**src/rtl/mul_ctrl_if.sv**
```systemverilog
`default_nettype none
// ============================================================================
// Module      : mul_ctrl_if
// Description : Bundle of the mul_ctrl request, multiplier and result signals.
//               Signal names are given from the controller's point of view.
//               slave  - the controller (mul_ctrl)
//               master - execute stage / writeback / multiplier side
// Signals     : valid_i, ready_o, op_i[1:0], a_i[31:0], b_i[31:0], flush_i
//               mul_a_o[31:0], mul_b_o[31:0], mul_res_i[63:0]
//               valid_o, ready_i, res_o[31:0]
// Revision    : 1.0 - initial release
// ============================================================================
interface mul_ctrl_if;
    logic        valid_i;
    logic        ready_o;
    logic [1:0]  op_i;
    logic [31:0] a_i;
    logic [31:0] b_i;
    logic        flush_i;
    logic [31:0] mul_a_o;
    logic [31:0] mul_b_o;
    logic [63:0] mul_res_i;
    logic        valid_o;
    logic        ready_i;
    logic [31:0] res_o;

    modport slave (
        input  valid_i, op_i, a_i, b_i, flush_i, mul_res_i, ready_i,
        output ready_o, mul_a_o, mul_b_o, valid_o, res_o
    );

    modport master (
        output valid_i, op_i, a_i, b_i, flush_i, mul_res_i, ready_i,
        input  ready_o, mul_a_o, mul_b_o, valid_o, res_o
    );
endinterface
`default_nettype wire

```
**src/rtl/mul_ctrl.sv**
```systemverilog
`default_nettype none
// ============================================================================
// Module      : mul_ctrl
// Description : Sequencer for the RV32 M-extension multiply path. Accepts
//               MUL/MULH/MULHSU/MULHU over valid/ready, feeds magnitude
//               operands to a shared pipelined unsigned 32x32 multiplier,
//               waits out its latency, applies the sign fix-up, selects the
//               low or high word and holds the result until writeback takes it.
// Ports       : clk    - core clock, rising edge
//               rst_n  - asynchronous active-low reset
//               bus    - mul_ctrl_if.slave (request, multiplier, result)
// Parameters  : MUL_LAT - multiplier latency in cycles (1..8)
//               CNT_W   - latency counter width, 2**CNT_W > MUL_LAT
// Options     : MUL_CTRL_FUSE_EN - when defined, keeps the last operand tag
//               and signed product so a matching request (e.g. MULH then MUL)
//               completes straight from the stored product.
// Revision    : 1.0 - initial release
// ============================================================================
module mul_ctrl #(
    parameter int MUL_LAT = 2,
    parameter int CNT_W   = 3
) (
    input  wire logic clk,
    input  wire logic rst_n,
    mul_ctrl_if.slave bus
);
    typedef enum logic [1:0] {
        S_IDLE = 2'd0,
        S_BUSY = 2'd1,
        S_DONE = 2'd2
    } state_t;

    localparam logic [CNT_W-1:0] c_lat = CNT_W'(MUL_LAT);
    localparam logic [CNT_W-1:0] c_one = CNT_W'(1);

    state_t            r_state;
    logic [CNT_W-1:0]  r_cnt;
    logic              r_sa;
    logic              r_sb;
    logic [1:0]        r_op;
    logic              r_ready;
    logic              r_valid;
    logic [31:0]       r_res;
    logic [31:0]       r_mul_a;
    logic [31:0]       r_mul_b;

    logic              w_accept;
    logic              w_sa;
    logic              w_sb;
    logic [31:0]       w_mag_a;
    logic [31:0]       w_mag_b;
    logic [63:0]       w_prod;
    logic [31:0]       w_res_sel;
    logic              w_last;
    logic              w_hit;
    logic [31:0]       w_fuse_res;

    // A request coinciding with a flush is never taken.
    assign w_accept  = bus.valid_i && r_ready && !bus.flush_i;

    // MUL low word is identical for any signedness, so op 00 runs unsigned.
    assign w_sa      = ((bus.op_i == 2'b01) || (bus.op_i == 2'b10)) && bus.a_i[31];
    assign w_sb      = (bus.op_i == 2'b01) && bus.b_i[31];
    assign w_mag_a   = w_sa ? (32'd0 - bus.a_i) : bus.a_i;
    assign w_mag_b   = w_sb ? (32'd0 - bus.b_i) : bus.b_i;

    assign w_prod    = (r_sa ^ r_sb) ? (64'd0 - bus.mul_res_i) : bus.mul_res_i;
    assign w_res_sel = (r_op == 2'b00) ? w_prod[31:0] : w_prod[63:32];

    // The counter is loaded with MUL_LAT and runs down to zero; the product is
    // taken on the edge after it reaches zero, giving MUL_LAT+1 cycles from
    // accept to valid_o.
    assign w_last    = (r_state == S_BUSY) && (r_cnt == '0);

`ifdef MUL_CTRL_FUSE_EN
    logic [31:0] r_tag_a;
    logic [31:0] r_tag_b;
    logic [1:0]  r_tag_cls;
    logic        r_tag_vld;
    logic [63:0] r_p;
    logic [1:0]  w_cls;

    // Class codes reuse funct3: 01 SS, 10 SU, 11 UU. Op 00 is computed
    // unsigned, so its product is filed as UU.
    assign w_cls      = (bus.op_i == 2'b00) ? 2'b11 : bus.op_i;
    assign w_hit      = r_tag_vld && (bus.a_i == r_tag_a) && (bus.b_i == r_tag_b) &&
                        ((bus.op_i == 2'b00) || (bus.op_i == r_tag_cls));
    assign w_fuse_res = (bus.op_i == 2'b00) ? r_p[31:0] : r_p[63:32];

    always_ff @(posedge clk or negedge rst_n) begin
        if (!rst_n) begin
            r_tag_a   <= '0;
            r_tag_b   <= '0;
            r_tag_cls <= '0;
            r_tag_vld <= 1'b0;
            r_p       <= '0;
        end else if (bus.flush_i) begin
            r_tag_vld <= 1'b0;
        end else begin
            // On a hit the existing tag is kept: an op 00 hit must not
            // re-label a signed product as unsigned.
            if (w_accept && !w_hit) begin
                r_tag_a   <= bus.a_i;
                r_tag_b   <= bus.b_i;
                r_tag_cls <= w_cls;
                r_tag_vld <= 1'b1;
            end
            if (w_last) begin
                r_p <= w_prod;
            end
        end
    end
`else
    assign w_hit      = 1'b0;
    assign w_fuse_res = '0;
`endif

    always_ff @(posedge clk or negedge rst_n) begin
        if (!rst_n) begin
            r_state <= S_IDLE;
            r_cnt   <= '0;
            r_sa    <= 1'b0;
            r_sb    <= 1'b0;
            r_op    <= '0;
            r_ready <= 1'b1;
            r_valid <= 1'b0;
            r_res   <= '0;
            r_mul_a <= '0;
            r_mul_b <= '0;
        end else if (bus.flush_i) begin
            // Flush wins over everything, including a same-cycle handshake;
            // res_o keeps its last value.
            r_state <= S_IDLE;
            r_valid <= 1'b0;
            r_ready <= 1'b1;
        end else begin
            case (r_state)
                S_IDLE: begin
                    if (w_accept) begin
                        r_sa    <= w_sa;
                        r_sb    <= w_sb;
                        r_op    <= bus.op_i;
                        r_mul_a <= w_mag_a;
                        r_mul_b <= w_mag_b;
                        r_ready <= 1'b0;
                        if (w_hit) begin
                            r_res   <= w_fuse_res;
                            r_valid <= 1'b1;
                            r_state <= S_DONE;
                        end else begin
                            r_cnt   <= c_lat;
                            r_state <= S_BUSY;
                        end
                    end
                end
                S_BUSY: begin
                    if (w_last) begin
                        r_res   <= w_res_sel;
                        r_valid <= 1'b1;
                        r_state <= S_DONE;
                    end else begin
                        r_cnt <= r_cnt - c_one;
                    end
                end
                S_DONE: begin
                    // ready_o rises registered, so a new request is taken no
                    // earlier than the cycle after the handshake.
                    if (bus.ready_i) begin
                        r_valid <= 1'b0;
                        r_ready <= 1'b1;
                        r_state <= S_IDLE;
                    end
                end
                default: begin
                    r_state <= S_IDLE;
                    r_valid <= 1'b0;
                    r_ready <= 1'b1;
                end
            endcase
        end
    end

    assign bus.ready_o = r_ready;
    assign bus.valid_o = r_valid;
    assign bus.res_o   = r_res;
    assign bus.mul_a_o = r_mul_a;
    assign bus.mul_b_o = r_mul_b;

endmodule
`default_nettype wire

```
**src/flat_wrapper.sv**
```systemverilog
// flat-port wrapper written by rule: the top's interface ports become plain ports
module mul_ctrl_flat 
#(
    parameter int MUL_LAT = 2,
    parameter int CNT_W   = 3
)
  (clk, rst_n, bus_valid_i, bus_op_i, bus_a_i, bus_b_i, bus_flush_i, bus_mul_res_i, bus_ready_i, bus_ready_o, bus_mul_a_o, bus_mul_b_o, bus_valid_o, bus_res_o);
  mul_ctrl_if bus_i ();
  input  wire logic clk;
  input  wire logic rst_n;
  input wire logic [$bits(bus_i.valid_i)-1:0] bus_valid_i;
  input wire logic [$bits(bus_i.op_i)-1:0] bus_op_i;
  input wire logic [$bits(bus_i.a_i)-1:0] bus_a_i;
  input wire logic [$bits(bus_i.b_i)-1:0] bus_b_i;
  input wire logic [$bits(bus_i.flush_i)-1:0] bus_flush_i;
  input wire logic [$bits(bus_i.mul_res_i)-1:0] bus_mul_res_i;
  input wire logic [$bits(bus_i.ready_i)-1:0] bus_ready_i;
  output wire logic [$bits(bus_i.ready_o)-1:0] bus_ready_o;
  output wire logic [$bits(bus_i.mul_a_o)-1:0] bus_mul_a_o;
  output wire logic [$bits(bus_i.mul_b_o)-1:0] bus_mul_b_o;
  output wire logic [$bits(bus_i.valid_o)-1:0] bus_valid_o;
  output wire logic [$bits(bus_i.res_o)-1:0] bus_res_o;
  assign bus_i.valid_i = bus_valid_i;
  assign bus_i.op_i = bus_op_i;
  assign bus_i.a_i = bus_a_i;
  assign bus_i.b_i = bus_b_i;
  assign bus_i.flush_i = bus_flush_i;
  assign bus_i.mul_res_i = bus_mul_res_i;
  assign bus_i.ready_i = bus_ready_i;
  assign bus_ready_o = bus_i.ready_o;
  assign bus_mul_a_o = bus_i.mul_a_o;
  assign bus_mul_b_o = bus_i.mul_b_o;
  assign bus_valid_o = bus_i.valid_o;
  assign bus_res_o = bus_i.res_o;
  mul_ctrl #(.MUL_LAT(MUL_LAT), .CNT_W(CNT_W)) u_core (.clk(clk), .rst_n(rst_n), .bus(bus_i));
endmodule
```
**config.mk**
```make
export PLATFORM = sky130hd
export DESIGN_NAME = mul_ctrl_flat
export DESIGN_NICKNAME = d
export VERILOG_FILES = /design/src/rtl/mul_ctrl_if.sv /design/src/rtl/mul_ctrl.sv /design/src/flat_wrapper.sv
export SDC_FILE = /design/constraint.sdc
export NUM_CORES = 1
export LEC_CHECK = 0
export CAP_MARGIN = 30
export CORE_AREA = 4 4 150 152
export DETAILED_ROUTE_END_ITERATION = 10
export DIE_AREA = 0 0 154 156
export SLEW_MARGIN = 20
export SYNTH_ARGS = -nofsm -noshare
export SYNTH_HDL_FRONTEND = slang
export SYNTH_SLANG_ARGS = --single-unit
```
**constraint.sdc**
```tcl
create_clock -name clk -period 3.4 [get_ports clk]
set_input_delay 0.51 -clock clk [delete_from_list [all_inputs] [get_ports clk]]
set_output_delay 0.51 -clock clk [all_outputs]
set_load 0.02 [all_outputs]
```
======== Word level (Yosys, flattened, before mapping) ========
Cells that the tools add are included.
storage, ports and cells
  flip-flop bits (word level) ............. 107
  input bits .............................. 135
  logic and storage cells ................. 64
operators by class
  add/subtract/negate cells ............... 4
  equal/unequal tests ..................... 11
  mux-type cells .......................... 20
  bitwise gates (word level) .............. 2
  reduce and logical (&&, ||, !) cells .... 17
operators with widths
  cell                     count
  $mux W32                 3
  $mux W64                 1
  $sub A1 B32 Y32 const A  2
  $sub A1 B64 Y64 const A  1
  $reduce_and A3 Y1        5
  $mux W2                  4
  $mux W1                  6
  $mux W3                  2
  $ne A2 B2 Y1 const B     3
  $ne A3 B2 Y1 const B     2
  $pmux W1 S3              2
  $pmux W2 S3              1
  $pmux W3 S2              1
  $logic_and A1 B1 Y1      5
  $eq A2 B1 Y1 const B     2
  $eq A2 B2 Y1 const B     2
  $logic_not A2 Y1         2
  $reduce_and A4 Y1        1
  $logic_not A3 Y1         1
  $ne A3 B3 Y1 const B     1
  $sub A3 B1 Y3 const B    1
  $ne A2 B1 Y1 const B     1
  $reduce_bool A2 Y1       1
  $logic_not A1 Y1         1
  other kinds (3)          3

======== Logic depth before layout (Yosys ltp) ========
Gate-level depths: netlist (run 1).
  depth in word-level cells ............... 5
  gate-level depth with buffers ........... 10

======== Worst setup path before layout (run 1) ========
No wires, ideal clock.
  path type ............................... input -> register
  from .................................... in bus_mul_res_i[0]
  to ...................................... reg u_core.r_res[22], in the netlist u_core.bus.res_o[22]
  library setup time ...................... 0.133 ns
  arrival ................................. 2.251 ns
  setup slack ............................. 1.016 ns
  stages .................................. 8
  path buffers ............................ 0
  path through ............................ inv_1 > ha_1 > nor3b_2 > nand4_4 > nor4_4 > a21oi_2 > a2111oi_4 > a211oi_2
on the way
  cells in the longest elaborated chain, start to end .. 3
ends and longest elaborated chain
  what                  line                text
  from (decl)           flat_wrapper.sv:16  input wire logic [$bits(bus_i.mul_res_i)-1:0] bus_mul_res_i;
  $sub A1 B64 Y64       mul_ctrl.sv:67      assign w_prod = (r_sa ^ r_sb) ? (64'd0 - bus.mul_res_i) : bus.mul_res_i;
  $mux W64              mul_ctrl.sv:67
  $mux W32              mul_ctrl.sv:68      assign w_res_sel = (r_op == 2'b00) ? w_prod[31:0] : w_prod[63:32];
  to (signal assigned)  mul_ctrl.sv:147     r_res <= w_fuse_res;
  to (signal assigned)  mul_ctrl.sv:158     r_res <= w_res_sel;
  to (decl)             mul_ctrl.sv:43      logic [31:0] r_res;
No other way between the ends.
A chain may end at the register's enable or synchronous reset.

======== Worst setup path in the final report (run 1) ========
  from .................................... in bus_mul_res_i[10]
  to ...................................... reg u_core.r_res[13], in the netlist u_core.bus.res_o[13]
Same word-level chain as after synthesis.

==> results of run 1 <==
## area by class of cell
| type | instances | share of cell area (%) |
|---|---|---|
| clock buffer | 9 | 2.15 |
| inverter | 20 | 0.718 |
| timing repair buffer | 269 | 25.1 |
| clock inverter | 7 | 0.861 |
| multi-input combinational | 708 | 42.3 |
| sequential | 107 | 25.6 |
| tap | 275 | 3.29 |
## cells in the final DEF (no fill, tap or decap), drive strengths merged, types with 9 or more instances in the layout
cell           instances
o31ai                 14
a21oi                 53
or4                   13
buf                   38
nor2                  71
clkdlybuf4s50        231
mux2i                 13
nand4                 13
dfrtp                106
nor3                  40
nand2                103
xnor2                 58
o21ai                112
a31oi                 19
nand3                 14
clkbuf                 9
or3                   19
xor2                  38
inv                   23
nor4                  22
## through the flow
stage          instance area [um^2]  utilization [%]  hold WS [ns]  total power [W]
6_report                      10500             49.8         0.220          0.00663
4_1_cts                       10500             49.8         0.252          0.00671
3_5_place_dp                  10100             48.3         0.469          0.00551
2_1_floorplan                  7340                -         0.214          0.00382
5_1_grt                       10500             49.8         0.265          0.00706
3_3_place_gp                  10100             48.3         0.461          0.00549
## worst paths after layout
kind | endpoint | slack, ns | cells past startpoint
worst max-delay path | u_core.bus.res_o[13] | 0.64 | 7
worst min-delay path | u_core.bus.res_o[1] | 0.22 | 1
worst max register to register | u_core.bus.res_o[29] | 0.93 | 8
worst min register to register | u_core.bus.mul_a_o[18] | 0.48 | 2
max in group asynchronous | u_core.bus.mul_a_o[20] | 2.39 | 2
min in group clk | u_core.bus.mul_a_o[18] | 0.48 | 2
## Yosys cell counts, types with 13 or more instances
library cell and count:
a31oi_1 19, xor2_1 38, nand2_1 102, inv_1 20, a21oi_1 52, clkbuf_1 39
o21ai_0 109, nor2_1 71, nor3_1 39, mux2i_1 13, dfrtp_1 106, o31ai_1 14
or3_1 19, nand3_1 14, xnor2_1 58, nor4_1 16, or4_1 13
## layer usage
| metal | part of all wire [%] | wire length [um] | vias to the layer above |
|---|---|---|---|
| met1 | 42 | 11100 | 3527 |
| met2 | 46 | 12200 | 306 |
| li1 | - | - | 3678 |
| met3 | 10 | 2770 | 36 |
| met4 | 1.9 | 494 | 0 |
| met5 | 0 | 0 | - |
## cells by family (layout without fill, tap and decap cells)
group | count (synthesis) | after routing | synth area share [%]
buffers and inverters | 67 | 305 | 3.51
AOI/OAI and AO/OA | 258 | 258 | 21.5
xor gates and xnor gates | 96 | 96 | 11.5
and+or+nand+nor | 334 | 334 | 24.1
DFF | 107 | 107 | 36.5
adders and majority gates | 6 | 6 | 1.02
muxes | 14 | 14 | 1.93
## where the power goes
| part | internal (W) | total (W) | switching, W |
|---|---|---|---|
| sequential | 0.00176 | 0.00208 | 0.000314 |
| clock | 0.000592 | 0.00116 | 0.000568 |
| combinational | 0.00156 | 0.00339 | 0.00183 |
| total | 0.00391 | 0.00663 | 0.00272 |
## registers in the layout (all words and copies together) (netlist names)
name	count
u_core.r_cnt	3
u_core.bus.ready_o	1
u_core.bus.mul_b_o	32
u_core.bus.valid_o	1
u_core.bus.mul_a_o	32
u_core.r_op	2
u_core.r_sb	1
u_core.r_state	2
u_core.r_sa	1
u_core.bus.res_o	32
## critical path, cell delays in order
cell and delay (ns):
clkdlybuf4s50_1 0.50, nor4_4 0.55, nand4_2 0.29, or3_1 0.49
and3_4 0.23, o31ai_1 0.31, a22o_1 0.17
==> reports/summary.txt, run 1 <==
status - complete, no violations
synth-to-layout area growth - 42.5%
post-synth net total - 1023
cell taking the most area after synthesis - dfrtp_1
final setup vio count - 0
Yosys cell types - 74
layout cells sized above 1 - 7.41%
gr usage total - 21.6%
relative slew slack - 36.5%
unrepaired setup endpoints after global routing - false
CP startpoint kind - input port
setup slack after placement - 0.292 ns
Worst Hold Class - input port to asynchronous set/reset pin
sequential area share after synthesis - 36.5%
CTS tree - built
Worst-Margin Slew - 0.949 ns
dpl cells - 1379
skew final - 0.00793 ns
Nets - 1256
CTS Buf Count - 9
Crit path arrival time - 3.05 ns
flops & latches, synth - 107
Top FF cell, synth - dfrtp_1
gpl congestion - 0.911
Clock Latency Late Sink - 0.36 ns
first-pass GRT wire length - 41300 um
endpoints failing hold - 0
most used routing layer - met2
number of global-route vias before repair - 7375
Crit Reg-Reg Startpoint - u_core.r_cnt[0]
Async SR Flop Fraction - 100%
largest cells by area after synthesis - dfrtp_1 (36%), o21ai_0 (7.4%), xnor2_1 (6.9%)
Max Fanout on Critical Path - 7
Finished Layout Cells - 1395
Starting Density - 34.9%
1st-pass router iterations - 5
Initial DRC Count - 412
Sink Count - 107
highest achievable clock rate - 363 MHz
Total Routed Length - 26600 um
M2 GR Usage - 34.9%
Multi-input gate area - 4420 um^2
critical path startpoint - bus_mul_res_i[10]
maximum VDD drop - 0.000338 V
IO buf count - 232
Fin Setup TNS - 0 ns
minimum clock period - 2.76 ns
Routed Antenna Nets - 0
H-tree depth - 3
Overflow after GRT - 0
post-CTS sizing - 0
post-route DRC violation count - 0
Worst-path clk slew - 0.08 ns
CTS Root Cell - clkbuf_16
Post-synth EDFFs - 0
CP endpoint kind - flop
met3 global-route usage - 7.68%
final setup margin - 0.644 ns
die width - 154 um
WS Path Type - input port to flop
die area - 24000 um^2
Synth Area per Inst - 8.32 um^2
postcts setup bufs - 0
placed wire-length estimate - 20500 um
final slew viol count - 0
DR vias/cell - 5.41
final worst-path cycle share - 81.0%
# diodes - 0
DR vias - 7547
fill count - 2055
Row Count - 53
largest net degree at the start of global routing - 56
Sequential Area - 2680 um^2
die height - 156 um
Max Cap Viol - 0
CTS hold repair buffers - 0
leakage power - 4.08 nW
synthesized area - 7340 um^2
Yosys Warn Count - 0
WP data required - 3.70 ns
WL per Instance - 19.1 um
I/O pin cnt - 233
Power Density - 634 nW/um^2
initial antenna violation count - 0
cell count after synthesis - 882
met1 Resource Use GR - 27.6%
CTS max path bufs - 2
share of the synthesized area in the top cell type - 36.1%
core area - 21000 um^2
Note: power is estimated with default switching activity, not from simulation.
==> run 2, diff against run 1 <==
==> constraint.sdc (replaced) <==
create_clock -name clk -period 2.7 [get_ports clk]
set_input_delay 0.405 -clock clk [delete_from_list [all_inputs] [get_ports clk]]
set_output_delay 0.405 -clock clk [all_outputs]
set_load 0.02 [all_outputs]
==> reports/summary.txt, run 2 (synthesis results as in run 1) <==
final setup vio count - 0 (unchanged)
gpl congestion - 0.914 (+0.34%)
relative slew slack - 54.5% (+18 points)
first-pass GRT wire length - 43200 um (+4.7%)
status - complete, no violations
Power Density - 745 nW/um^2 (+17%)
WS Path Type - input port to flop
Clock Latency Late Sink - 0.35 ns (about the same)
most frequent cells in the layout - clkdlybuf4s50_1 (231), buf_4 (142), o21ai_0 (109), dfrtp_1 (106), nand2_1 (102)
Final Power - 0.00839 W (+27%)
1st-pass router iterations - 5 (unchanged)
CTS Root Cell - clkbuf_16
highest achievable clock rate - 401 MHz
commonest non-fill, non-tap cell in the layout - clkdlybuf4s50_1
Worst-Margin Slew - 0.679 ns (-0.270 ns)
Worst-path clk slew - 0.09 ns (about the same)
die area - 24000 um^2 (unchanged)
IO buf count - 232 (unchanged)
Nets - 1364 (+8.6%)
number of global-route vias before repair - 8006 (+8.6%)
maximum VDD drop - 0.000397 V (+18%)
Finished Layout Cells - 1503 (+7.7%)
largest net degree at the start of global routing - 80 (+43%)
final worst-path cycle share - 92.3%
crit-path cells - clkdlybuf4s50_1 -> or4_1 -> nand2b_4 -> or3_1 -> buf_4 -> mux2i_1 -> nand3_1 -> a22o_1
Overflow after GRT - 0 (unchanged)
Crit path arrival time - 2.74 ns (-0.31 ns)
layout cells sized above 1 - 15.5% (+8.1 points)
H-tree depth - 3 (unchanged)
CTS Buf Count - 9 (unchanged)
postcts setup bufs - 0 (unchanged)
post-route DRC violation count - 0 (unchanged)
CTS max path bufs - 2 (unchanged)
CTS hold repair buffers - 0 (unchanged)
final slew viol count - 0 (unchanged)
CP top delay family - simple AND/OR/NAND/NOR gates
skew final - 0.0106 ns (+0.00271 ns)
core area - 21000 um^2 (unchanged)
Initial DRC Count - 493 (+20%)
minimum clock period - 2.49 ns
Finished Core Util - 53.6% (+3.9 points)
WL per Instance - 18.2 um (-4.3%)
Fin Setup TNS - 0 ns (unchanged)
Worst Hold Class - input port to asynchronous set/reset pin
Starting Density - 34.9% (unchanged)
die height - 156 um (unchanged)
slowest stage delay, CP - 0.57 ns (+0.02 ns)
Total Routed Length - 27400 um (+3.1%)
DR vias/cell - 5.30 (-2.0%)
Max Cap Viol - 0 (unchanged)
leakage power - 4.60 nW (+13%)
endpoints failing hold - 0 (unchanged)
WP data required - 2.94 ns (-0.76 ns)
CP max-delay cell - or4_1
unrepaired setup endpoints after global routing - false
dpl cells - 1487 (+7.8%)
I/O pin cnt - 233 (unchanged)
Row Count - 53 (unchanged)
WP buf/inv - 2 (+1)
Sink Count - 107 (unchanged)
placed wire-length estimate - 21300 um (+4.1%)
DR vias - 7967 (+5.6%)
CP endpoint kind - flop
Max Fanout on Critical Path - 5 (-2)
CTS tree - built
initial antenna violation count - 0 (unchanged)
Routed Antenna Nets - 0 (unchanged)
fill count - 2010 (-2.2%)
# diodes - 0 (unchanged)
CP startpoint kind - input port
gr usage total - 22.3% (+0.72 points)
post-CTS sizing - 0 (unchanged)
synth-to-layout area growth - 53.6%
die width - 154 um (unchanged)
==> run 2: cell count changes in the layout (fill, tap and decap cells not counted), sizes merged <==
cell      change
clkinvlp      +1
clkbuf        +1
clkinv        -1
bufinv        -1
buf         +108
==> run 2: final timing paths <==
kind                       slack (ns)                endpoint  cells past startpoint              start
max in group asynchronous        1.88  u_core.bus.mul_a_o[19]                      2              rst_n
min                              0.08     u_core.bus.res_o[3]                      1              rst_n
min in group clk                 0.48         u_core.r_cnt[0]                      1    u_core.r_cnt[0]
min reg2reg                      0.48         u_core.r_cnt[0]                      1    u_core.r_cnt[0]
max reg2reg                      0.59    u_core.bus.res_o[18]                      6        u_core.r_sb
max                              0.21     u_core.bus.res_o[9]                      8  bus_mul_res_i[24]
==> run 2: final cells by class <==
type                            count  area (um^2)  share of cell area, %
Multi-Input combinational cell    708         4420                   39.2
Timing Repair Buffer              377         3460                   30.7
Clock buffer                       10          229                   2.03
Tap cell                          275          344                   3.05
Inverter                           20         75.1                  0.666
Clock inverter                      6         65.1                  0.577
Sequential cell                   107         2680                   23.8
==> run 2: metrics by stage <==
stage,hold WS (ns),cell area (um^2),worst slack [ns]
finish,0.0801,11300,0.208
CTS,0.101,11300,0.258
global placement,0.460,11000,-0.116
detailed placement,0.469,11000,-0.130
global route,0.119,11300,0.0518
floorplan,0.109,7340,0.421
==> run 2: metal layers <==
metal / part of all wire [%] / global-route usage, % / vias to the layer above / routed length (um)
li1: - / - / 3904 / -
met1: 42 / 27.1 / 3747 / 11500
met2: 47 / 38.0 / 279 / 12800
met3: 9.8 / 8.32 / 37 / 2680
met4: 1.4 / 4.88 / 0 / 395
met5: 0 / 0 / - / 0
==> run 2: worst reg2reg max path: stages, from the launching register on <==
cell and delay (ns):
dfrtp_1 0.46, xnor2_2 0.59, buf_4 0.40, buf_4 0.21, a21o_1 0.12, o41a_1 0.12, o211ai_1 0.07
==> run 2: power breakdown <==
part	switching [W]	leakage [nW]	internal, W	total, W
clock	0.000721	0.137	0.000658	0.00138
sequential	0.000405	1.33	0.00222	0.00262
combinational	0.00232	3.13	0.00207	0.00439
